==> src/rtl/mips_mem_pkg.sv <==
// Shared types and constants for the data-memory bus bridge.
package mips_mem_pkg;

  localparam int unsigned DEF_ADDR_W = 32;
  localparam int unsigned DEF_DATA_W = 32;

  typedef logic [1:0] state_t;

  localparam state_t ST_IDLE = 2'd0;
  localparam state_t ST_REQ  = 2'd1;
  localparam state_t ST_RSP  = 2'd2;
  localparam state_t ST_DONE = 2'd3;

  // Load data returned when an access is refused or aborted.
  localparam logic [DEF_DATA_W-1:0] RDATA_ERR = 32'h0;

  function automatic logic word_aligned(input logic [1:0] byte_off);
    return byte_off == 2'b00;
  endfunction

endpackage

==> src/rtl/dmem_bus_bridge_if.sv <==
// req/gnt/rvalid memory bus between the bridge (master) and the memory (slave).
interface dmem_bus_bridge_if
  import mips_mem_pkg::*;
#(
  parameter int unsigned ADDR_W = DEF_ADDR_W,
  parameter int unsigned DATA_W = DEF_DATA_W
) ();

  logic              bus_req;
  logic              bus_we;
  logic [ADDR_W-1:0] bus_addr;
  logic [DATA_W-1:0] bus_wdata;
  logic              bus_gnt;
  logic              bus_rvalid;
  logic [DATA_W-1:0] bus_rdata;

  modport master (
    output bus_req,
    output bus_we,
    output bus_addr,
    output bus_wdata,
    input  bus_gnt,
    input  bus_rvalid,
    input  bus_rdata
  );

  modport slave (
    input  bus_req,
    input  bus_we,
    input  bus_addr,
    input  bus_wdata,
    output bus_gnt,
    output bus_rvalid,
    output bus_rdata
  );

endinterface

==> src/rtl/bus_timeout_ctr.sv <==
// Counts REQ/RSP cycles of one bus transaction; flags the cycle in which the count reaches TIMEOUT.
module bus_timeout_ctr #(
  parameter int unsigned TIMEOUT = 255
) (
  input  logic clk,
  input  logic rst_n,
  input  logic clear,
  input  logic enable,
  output logic expired_c
);

  localparam int unsigned CNT_W = $clog2(TIMEOUT + 1);

  logic [CNT_W-1:0] cnt_q;

  always_ff @(posedge clk or negedge rst_n) begin
    if (!rst_n) begin
      cnt_q <= '0;
    end else if (clear) begin
      cnt_q <= '0;
    end else if (enable) begin
      cnt_q <= cnt_q + CNT_W'(1);
    end
  end

  // The TIMEOUT-th counted cycle is the last one the transaction may occupy.
  assign expired_c = enable && (cnt_q == CNT_W'(TIMEOUT - 1));

endmodule

==> src/rtl/dmem_bus_bridge.sv <==
// Turns the datapath's single-cycle load/store into a req/gnt/rvalid bus transaction,
// stalling the core until the response (or a timeout) arrives.
module dmem_bus_bridge
  import mips_mem_pkg::*;
#(
  parameter int unsigned ADDR_W  = DEF_ADDR_W,
  parameter int unsigned DATA_W  = DEF_DATA_W,
  parameter int unsigned TIMEOUT = 255
) (
  input  logic              clk,
  input  logic              rst_n,
  input  logic              mem_read,
  input  logic              mem_write,
  input  logic [ADDR_W-1:0] addr,
  input  logic [DATA_W-1:0] wdata,
  output logic [DATA_W-1:0] rdata,
  output logic              stall,
  output logic              misalign_err,
  output logic              timeout_err,
  dmem_bus_bridge_if.master bus
);

  state_t            state_q, state_d;
  logic              bus_req_q, bus_req_d;
  logic              bus_we_q, bus_we_d;
  logic [ADDR_W-1:0] bus_addr_q, bus_addr_d;
  logic [DATA_W-1:0] bus_wdata_q, bus_wdata_d;
  logic [DATA_W-1:0] rdata_q, rdata_d;
  logic              misalign_q, misalign_d;
  logic              timeout_q, timeout_d;
  logic              access_c;
  logic              ctr_clear;
  logic              ctr_en;
  logic              expired_c;

  // A store with mem_read also high is still a single write.
  assign access_c = mem_read | mem_write;

  bus_timeout_ctr #(
    .TIMEOUT (TIMEOUT)
  ) u_timeout_ctr (
    .clk       (clk),
    .rst_n     (rst_n),
    .clear     (ctr_clear),
    .enable    (ctr_en),
    .expired_c (expired_c)
  );

  // Next-state, stall and register-update logic.
  always_comb begin
    state_d     = state_q;
    bus_req_d   = bus_req_q;
    bus_we_d    = bus_we_q;
    bus_addr_d  = bus_addr_q;
    bus_wdata_d = bus_wdata_q;
    rdata_d     = rdata_q;
    misalign_d  = 1'b0;
    timeout_d   = timeout_q;
    stall       = 1'b0;
    ctr_clear   = 1'b0;
    ctr_en      = 1'b0;

    case (state_q)
      ST_IDLE: begin
        // Core held in reset must not see a stall from a stale access.
        if (rst_n && access_c) begin
          if (word_aligned(addr[1:0])) begin
            stall       = 1'b1;
            ctr_clear   = 1'b1;
            bus_req_d   = 1'b1;
            bus_we_d    = mem_write;
            bus_addr_d  = {addr[ADDR_W-1:2], 2'b00};
            bus_wdata_d = wdata;
            state_d     = ST_REQ;
          end else begin
            misalign_d = 1'b1;
            rdata_d    = DATA_W'(RDATA_ERR);
          end
        end
      end

      ST_REQ: begin
        stall  = 1'b1;
        ctr_en = 1'b1;
        if (expired_c) begin
          bus_req_d = 1'b0;
          rdata_d   = DATA_W'(RDATA_ERR);
          timeout_d = 1'b1;
          state_d   = ST_DONE;
        end else if (bus.bus_gnt) begin
          bus_req_d = 1'b0;
          if (bus.bus_rvalid) begin
            if (!bus_we_q) begin
              rdata_d = bus.bus_rdata;
            end
            state_d = ST_DONE;
          end else begin
            state_d = ST_RSP;
          end
        end
      end

      ST_RSP: begin
        stall  = 1'b1;
        ctr_en = 1'b1;
        // Abort takes priority over a response landing in the same cycle.
        if (expired_c) begin
          rdata_d   = DATA_W'(RDATA_ERR);
          timeout_d = 1'b1;
          state_d   = ST_DONE;
        end else if (bus.bus_rvalid) begin
          if (!bus_we_q) begin
            rdata_d = bus.bus_rdata;
          end
          state_d = ST_DONE;
        end
      end

      // The access still visible here belongs to the finishing instruction.
      ST_DONE: begin
        state_d = ST_IDLE;
      end

      default: begin
        state_d = ST_IDLE;
      end
    endcase
  end

  always_ff @(posedge clk or negedge rst_n) begin
    if (!rst_n) begin
      state_q     <= ST_IDLE;
      bus_req_q   <= 1'b0;
      bus_we_q    <= 1'b0;
      bus_addr_q  <= '0;
      bus_wdata_q <= '0;
      rdata_q     <= '0;
      misalign_q  <= 1'b0;
      timeout_q   <= 1'b0;
    end else begin
      state_q     <= state_d;
      bus_req_q   <= bus_req_d;
      bus_we_q    <= bus_we_d;
      bus_addr_q  <= bus_addr_d;
      bus_wdata_q <= bus_wdata_d;
      rdata_q     <= rdata_d;
      misalign_q  <= misalign_d;
      timeout_q   <= timeout_d;
    end
  end

  assign rdata         = rdata_q;
  assign misalign_err  = misalign_q;
  assign timeout_err   = timeout_q;
  assign bus.bus_req   = bus_req_q;
  assign bus.bus_we    = bus_we_q;
  assign bus.bus_addr  = bus_addr_q;
  assign bus.bus_wdata = bus_wdata_q;

endmodule

==> src/flat_wrapper.sv <==
// flat-port wrapper written by rule: the top's interface ports become plain ports
module dmem_bus_bridge_flat import mips_mem_pkg::*;
#(
  parameter int unsigned ADDR_W  = DEF_ADDR_W,
  parameter int unsigned DATA_W  = DEF_DATA_W,
  parameter int unsigned TIMEOUT = 255
)
  (clk, rst_n, mem_read, mem_write, addr, wdata, rdata, stall, misalign_err, timeout_err, bus_bus_req, bus_bus_we, bus_bus_addr, bus_bus_wdata, bus_bus_gnt, bus_bus_rvalid, bus_bus_rdata);
  dmem_bus_bridge_if #(.ADDR_W(ADDR_W), .DATA_W(DATA_W)) bus_i ();
  input  logic clk;
  input  logic rst_n;
  input  logic mem_read;
  input  logic mem_write;
  input  logic [ADDR_W-1:0] addr;
  input  logic [DATA_W-1:0] wdata;
  output logic [DATA_W-1:0] rdata;
  output logic stall;
  output logic misalign_err;
  output logic timeout_err;
  output wire logic [$bits(bus_i.bus_req)-1:0] bus_bus_req;
  output wire logic [$bits(bus_i.bus_we)-1:0] bus_bus_we;
  output wire logic [$bits(bus_i.bus_addr)-1:0] bus_bus_addr;
  output wire logic [$bits(bus_i.bus_wdata)-1:0] bus_bus_wdata;
  input wire logic [$bits(bus_i.bus_gnt)-1:0] bus_bus_gnt;
  input wire logic [$bits(bus_i.bus_rvalid)-1:0] bus_bus_rvalid;
  input wire logic [$bits(bus_i.bus_rdata)-1:0] bus_bus_rdata;
  assign bus_bus_req = bus_i.bus_req;
  assign bus_bus_we = bus_i.bus_we;
  assign bus_bus_addr = bus_i.bus_addr;
  assign bus_bus_wdata = bus_i.bus_wdata;
  assign bus_i.bus_gnt = bus_bus_gnt;
  assign bus_i.bus_rvalid = bus_bus_rvalid;
  assign bus_i.bus_rdata = bus_bus_rdata;
  dmem_bus_bridge #(.ADDR_W(ADDR_W), .DATA_W(DATA_W), .TIMEOUT(TIMEOUT)) u_core (.clk(clk), .rst_n(rst_n), .mem_read(mem_read), .mem_write(mem_write), .addr(addr), .wdata(wdata), .rdata(rdata), .stall(stall), .misalign_err(misalign_err), .timeout_err(timeout_err), .bus(bus_i));
endmodule
==> config.mk <==
export PLATFORM = sky130hd
export DESIGN_NAME = dmem_bus_bridge_flat
export DESIGN_NICKNAME = d
export VERILOG_FILES = /design/src/rtl/mips_mem_pkg.sv /design/src/rtl/dmem_bus_bridge_if.sv /design/src/rtl/bus_timeout_ctr.sv /design/src/rtl/dmem_bus_bridge.sv /design/src/flat_wrapper.sv
export SDC_FILE = /design/constraint.sdc
export NUM_CORES = 1
export LEC_CHECK = 0
export BUFFER_PORTS_ARGS = -buffer_cell sky130_fd_sc_hd__buf_2
export CORE_MARGIN = 4
export CORE_UTILIZATION = 30
export DETAILED_ROUTE_END_ITERATION = 8
export PLACE_DENSITY = 0.61
export SLEW_MARGIN = 10
export SYNTH_ARGS = -nofsm -noshare
export SYNTH_HDL_FRONTEND = slang
export SYNTH_SLANG_ARGS = --single-unit
==> constraint.sdc <==
create_clock -name clk -period 5.4 [get_ports clk]
set_input_delay 0.81 -clock clk [delete_from_list [all_inputs] [get_ports clk]]
set_output_delay 0.81 -clock clk [all_outputs]
set_load 0.02 [all_outputs]
After elaboration in Yosys (flattened, before gate mapping)
Cells that the tools add are included.
{ "totals": {"mem_bits_ro": 0, "latchBits": 0, "regBits": 108, "n_memories": 0, "in_bits": 102, "mem_bits_rw": 0} }
{ "op_classes": {"n_lt_le_gt_ge": 0, "n_shift": 0, "div": 0, "n_reduce_logical": 13, "bitwise_logic": 1, "n_eq_ne": 9, "add_sub_neg": 1, "mux": 31, "mul": 0} }
{ "op_table": {"columns": ["op", "n"], "rows": [
  ["$mux 32", 7],
  ["$pmux 32 s3", 1],
  ["$mux 8", 2],
  ["$mux 1", 12],
  ["$mux 2", 6],
  ["$reduce_and 4->1", 3],
  ["$add 8x1->8 const B", 1],
  ["$eq 8x8->1 const B", 1],
  ["$pmux 2 s4", 1],
  ["$ne 3x2->1 const B", 2],
  ["$eq 2x2->1 const B", 2],
  ["$logic_not 2->1", 2],
  ["$ne 2x1->1 const B", 2],
  ["$pmux 1 s2", 2],
  ["$reduce_bool 2->1", 2],
  ["$reduce_and 3->1", 1],
  ["$reduce_bool 3->1", 1],
  ["$eq 2x1->1 const B", 1],
  ["$logic_and 1x1->1", 2],
  ["$ne 2x2->1 const B", 1],
  ["$reduce_and 2->1", 1],
  ["$reduce_or 2->1", 1],
  ["$or 1x1->1", 1]
]} }

Depth between registers and ports, before layout
{ "depth": {"word_depth": 6, "mapped_depth": 8, "mapped_depth_nobuf": 6} }

By module
A second synthesis with hierarchy kept.
{ "hier_totals": {"cells_unflattened": 483, "area_unflattened_um2": 4583.1} }
{ "by_module_without_submodules": {"columns": ["mod", "seq_area_each_um2", "area_each_um2", "instances", "cells_each"], "rows": [
  ["dmem_bus_bridge", 2502.4, 4171.5, 1, 442],
  ["bus_timeout_ctr", 200.2, 411.6, 1, 41]
]} }

Least setup slack after synthesis
OpenSTA, ideal clock, no wires.
{ "synth_timing": {"path_type": "input to output", "start": "input port addr[1]", "end": "output port stall", "slack_ns": 2.789, "cell_stages": 6, "n_path_buf": 2, "arrival_time_ns": 1.801, "path_cell_list": "nor3b_2 -> nor2b_1 -> buf_4 -> buf_6 -> nor2_1 -> nor2_1"} }
{ "synth_via": {"elab_chain_cells": 4} }
{ "synth_lines": {"columns": ["element", "line_no", "rtl"], "rows": [
  ["start: declaration", "flat_wrapper.sv:14", "input logic [ADDR_W-1:0] addr;"],
  ["$logic_not 2->1", "mips_mem_pkg.sv:18", "return byte_off == 2'b00;"],
  ["$mux 1", "dmem_bus_bridge.sv:67", "if (word_aligned(addr[1:0])) begin"],
  ["$mux 1", "dmem_bus_bridge.sv:66", "if (rst_n && access_c) begin"],
  ["$pmux 1 s2", "dmem_bus_bridge.sv:63", "case (state_q)"],
  ["end: declaration", "flat_wrapper.sv:17", "output logic stall;"]
]} }
No other way between the ends.

Worst setup path after layout
{ "layout_timing": {"start": "input port rst_n", "end": "output port stall"} }
{ "layout_via": {"elab_chain_cells": 3} }
{ "layout_lines": {"columns": ["element", "line_no", "rtl"], "rows": [
  ["start: declaration", "flat_wrapper.sv:11", "input logic rst_n;"],
  ["$logic_and 1x1->1", "dmem_bus_bridge.sv:66", null],
  ["$mux 1", "dmem_bus_bridge.sv:66", null],
  ["$pmux 1 s2", "dmem_bus_bridge.sv:63", null]
]} }
No other way between the ends.

==> results.md <==
- Outcome: finished clean
- Worst hold slack: 0.458 ns
- Startpoint Class: input port
- Grt met2 use: 20.6%
- Number of nets with antenna violations after detailed routing: 0
- First-pass GRT wire length: 17,600 microns
- Number of flops mapped to enable cells by yosys: 0
- Starting density of the core: 30.5%
- Leading cell types in the layout, fill and taps excluded: 199 x sky130_fd_sc_hd__buf_2, 108 x sky130_fd_sc_hd__dfrtp_1, 64 x sky130_fd_sc_hd__mux2_1, 38 x sky130_fd_sc_hd__inv_1, 34 x sky130_fd_sc_hd__nand2_1
- TritonCTS clock tree: yes
- Clock period minus final worst setup slack: 2.88 ns
- Layout Skew: 0.00529 ns
- Data required time of the critical path: 4.59 ns
- Type of element capturing the critical path: output port
- Top cell by count, worst path: sky130_fd_sc_hd__nor2_1
- Final instance area: 6010 sq um
- Initial DRT Pass Iterations: 4
- Number of placed I/O pins: 203
- F_max: 0.347 GHz
- Max Fanout on Critical Path: 46
- Placement Setup Slack: 2.29 ns
- Worst Tran Pin Value: 1.05 ns
- Number of clock buffers inserted by TritonCTS: 9
- Number of distinct library cell variants in the gate-level netlist after synthesis: 34
- Area of the core region: 15,100 sq um
- Post-synth design cell area: 4620 sq um
- Delay-heaviest family, CP: buffers and inverters
- Async SR Flop Fraction: 100%
- Highest cell delay on the worst timing path: 0.45 ns
- Total power: 3.78 mW
- Hold-fix buffers, CTS: 0
- Number of nets in the layout: 656
- Leakage power total: 3.20 nW
- Crit-path cells: buf_4 -> o21ai_1 -> nor2b_4 -> nor2_1 -> nor2_1 -> buf_2
- Worst-path clk slew: 0.07 ns
- Root buffer cell: sky130_fd_sc_hd__clkbuf_16
- Number of antenna violations at the first check in global routing: 3
- Critical Path AT: 2.07 ns
- Number of buffers added on ports: 200
- Instance count of the mapped netlist: 351
- Post-CTS setup buffer count: 0
- Final cell count without fillers: 742
- HP Class: input port to async pin
- Number of DRC markers in iteration 0: 84
- Number of core rows: 45
- Layer carrying the most global-route usage: met2
- Congestion Overflow GR: 0
- Worst Path Buf+Inv: 2
- Total Wirelength: 10,500 microns
- Estimated wirelength of the detail-placed design: 7880 microns
- Clk_lat worst skew: 0.34 ns
- Wire length per cell after detailed routing: 14.1 microns
- Via density per instance: 4.38
- Vias post-DR: 3,251
- Cell Count Post-Placement: 725
- Clk sinks: 108
- Buffer depth of the longest clock path: 2
- Ratio of cells with drive above 1 in the final layout: 40.7%
- Sequential element share of the synthesized area: 58.4%
- CTS H-tree depth: 3
- PwrDens: 629 nW/um^2
- Maximum Capacitance Violations: 0
- Drt drc: 0
- Routability congestion estimate: 0.798
- Final hold violation count: 0
- Via count of the first global-routing pass: 3,486
- Worst-case vdd ir drop: 0.000244 V
- Worst setup path category: input port to output port
- Unrepaired setup endpoints after global routing: false
- Die outline height: 132 microns
- Period utilisation layout: 53.4%
- Area growth syn-to-layout: 30.0%
- Number of gates resized after CTS: 0
- Average size of a mapped cell: 13.2 sq um
- Overall routing resource usage: 12.3%
- Final setup TNS: 0 ns
- Most common flop cell mapped by yosys: sky130_fd_sc_hd__dfrtp_1
- Width of the die: 132 microns
- #FFs+latches synth: 108
- Final WS setup: 2.52 ns
- Placement Cell Area: 5730 sq um
- Count of endpoints failing setup in the final report: 0
- Remaining max-slew budget at the tightest pin: 30.0%
- Leading cell type in the layout, fill and taps excluded: sky130_fd_sc_hd__buf_2
- Global-route track usage on met3: 4.77%
- Util after Layout: 39.7%
- Final count of pins violating max slew: 0
- Met1 global-route usage: 15.1%
- Maximum number of pins on one net before global-route repair: 73
- Area of the die: 17,500 sq um
- Crit-path slowest cell: sky130_fd_sc_hd__buf_4
- Total of warnings raised by yosys: 0
where the power goes:
part           switching, mW  internal [mW]
Clock                  0.297          0.317
Combinational           1.08          0.692
Sequential             0.213           1.19
cell families after synthesis:
family                     count (synthesis)  share of synthesized area [%]
adders and majority gates                  6                           1.62
buffers and inverters                     55                           6.44
DFF                                      108                           58.4
and+or+nand+nor                           61                           6.47
AOI/OAI and AO/OA                         18                           3.27
muxes                                     97                           22.7
xor gates and xnor gates                   5                          0.947
other                                      1                         0.0811
final timing paths:
path / startpoint / to / slack, ns / cells past startpoint
setup / recovery: rst_n / stall / 2.52 / 6
hold / removal: rst_n / u_core.bus.bus_addr[6] / 0.46 / 1
setup reg to reg: u_core.state_q[0] / u_core.rdata[28] / 2.86 / 6
hold reg to reg: u_core.bus.bus_wdata[12] / u_core.bus.bus_wdata[12] / 0.48 / 1
max in group asynchronous: rst_n / u_core.rdata[21] / 3.73 / 2
min in group clk: u_core.bus.bus_wdata[12] / u_core.bus.bus_wdata[12] / 0.48 / 1
worst register-to-register path, cell delays in order, from the launching register on:
cell                      delay, ns
sky130_fd_sc_hd__dfrtp_1       0.43
sky130_fd_sc_hd__inv_1         0.09
sky130_fd_sc_hd__ha_1          0.55
sky130_fd_sc_hd__nand4_1       0.27
sky130_fd_sc_hd__o21ai_4       0.24
sky130_fd_sc_hd__nand3_4       0.48
sky130_fd_sc_hd__mux2i_1       0.39
flip-flops by register name (all words and copies together), names as in the netlist:
name                        flops
u_core.bus.bus_req              1
u_core.misalign_err             1
u_core.bus.bus_addr            30
u_core.timeout_err              1
u_core.state_q                  2
u_core.bus.bus_wdata           32
u_core.bus.bus_we               1
u_core.u_timeout_ctr.cnt_q      8
u_core.rdata                   32
area by class of cell:
class,instances,area [sq um]
antenna,1,2.50
clock buffer,10,229
clock inverter,6,47.5
fill,1458,9130
inverter,38,143
multi-input combinational,189,1640
sequential,108,2700
tap,188,235
timing repair buffer,202,1020
synth_stat cells, types with 3 or more instances:
cell / n / area [sq um]
sky130_fd_sc_hd__o21ai_0: 3 / 15.0
sky130_fd_sc_hd__nand2_1: 34 / 128
sky130_fd_sc_hd__buf_4: 3 / 22.5
sky130_fd_sc_hd__nand4_1: 3 / 18.8
sky130_fd_sc_hd__nand3_1: 3 / 15.0
sky130_fd_sc_hd__buf_2: 4 / 20.0
sky130_fd_sc_hd__dfrtp_1: 108 / 2700
sky130_fd_sc_hd__mux2_1: 64 / 721
sky130_fd_sc_hd__xor2_1: 3 / 26.3
sky130_fd_sc_hd__nor2_1: 10 / 37.5
sky130_fd_sc_hd__buf_6: 10 / 113
sky130_fd_sc_hd__o21a_1: 3 / 22.5
sky130_fd_sc_hd__ha_1: 6 / 75.1
sky130_fd_sc_hd__inv_1: 38 / 143
sky130_fd_sc_hd__or3_1: 3 / 18.8
sky130_fd_sc_hd__a21oi_1: 4 / 20.0
sky130_fd_sc_hd__mux2i_1: 33 / 330
layer usage:
metal	wire length (microns)	vias up
li1	-	1557
met1	4350	1542
met2	5010	133
met3	958	15
met4	112	4
met5	21	-
No activity file was read; power rests on OpenSTA's default activity.
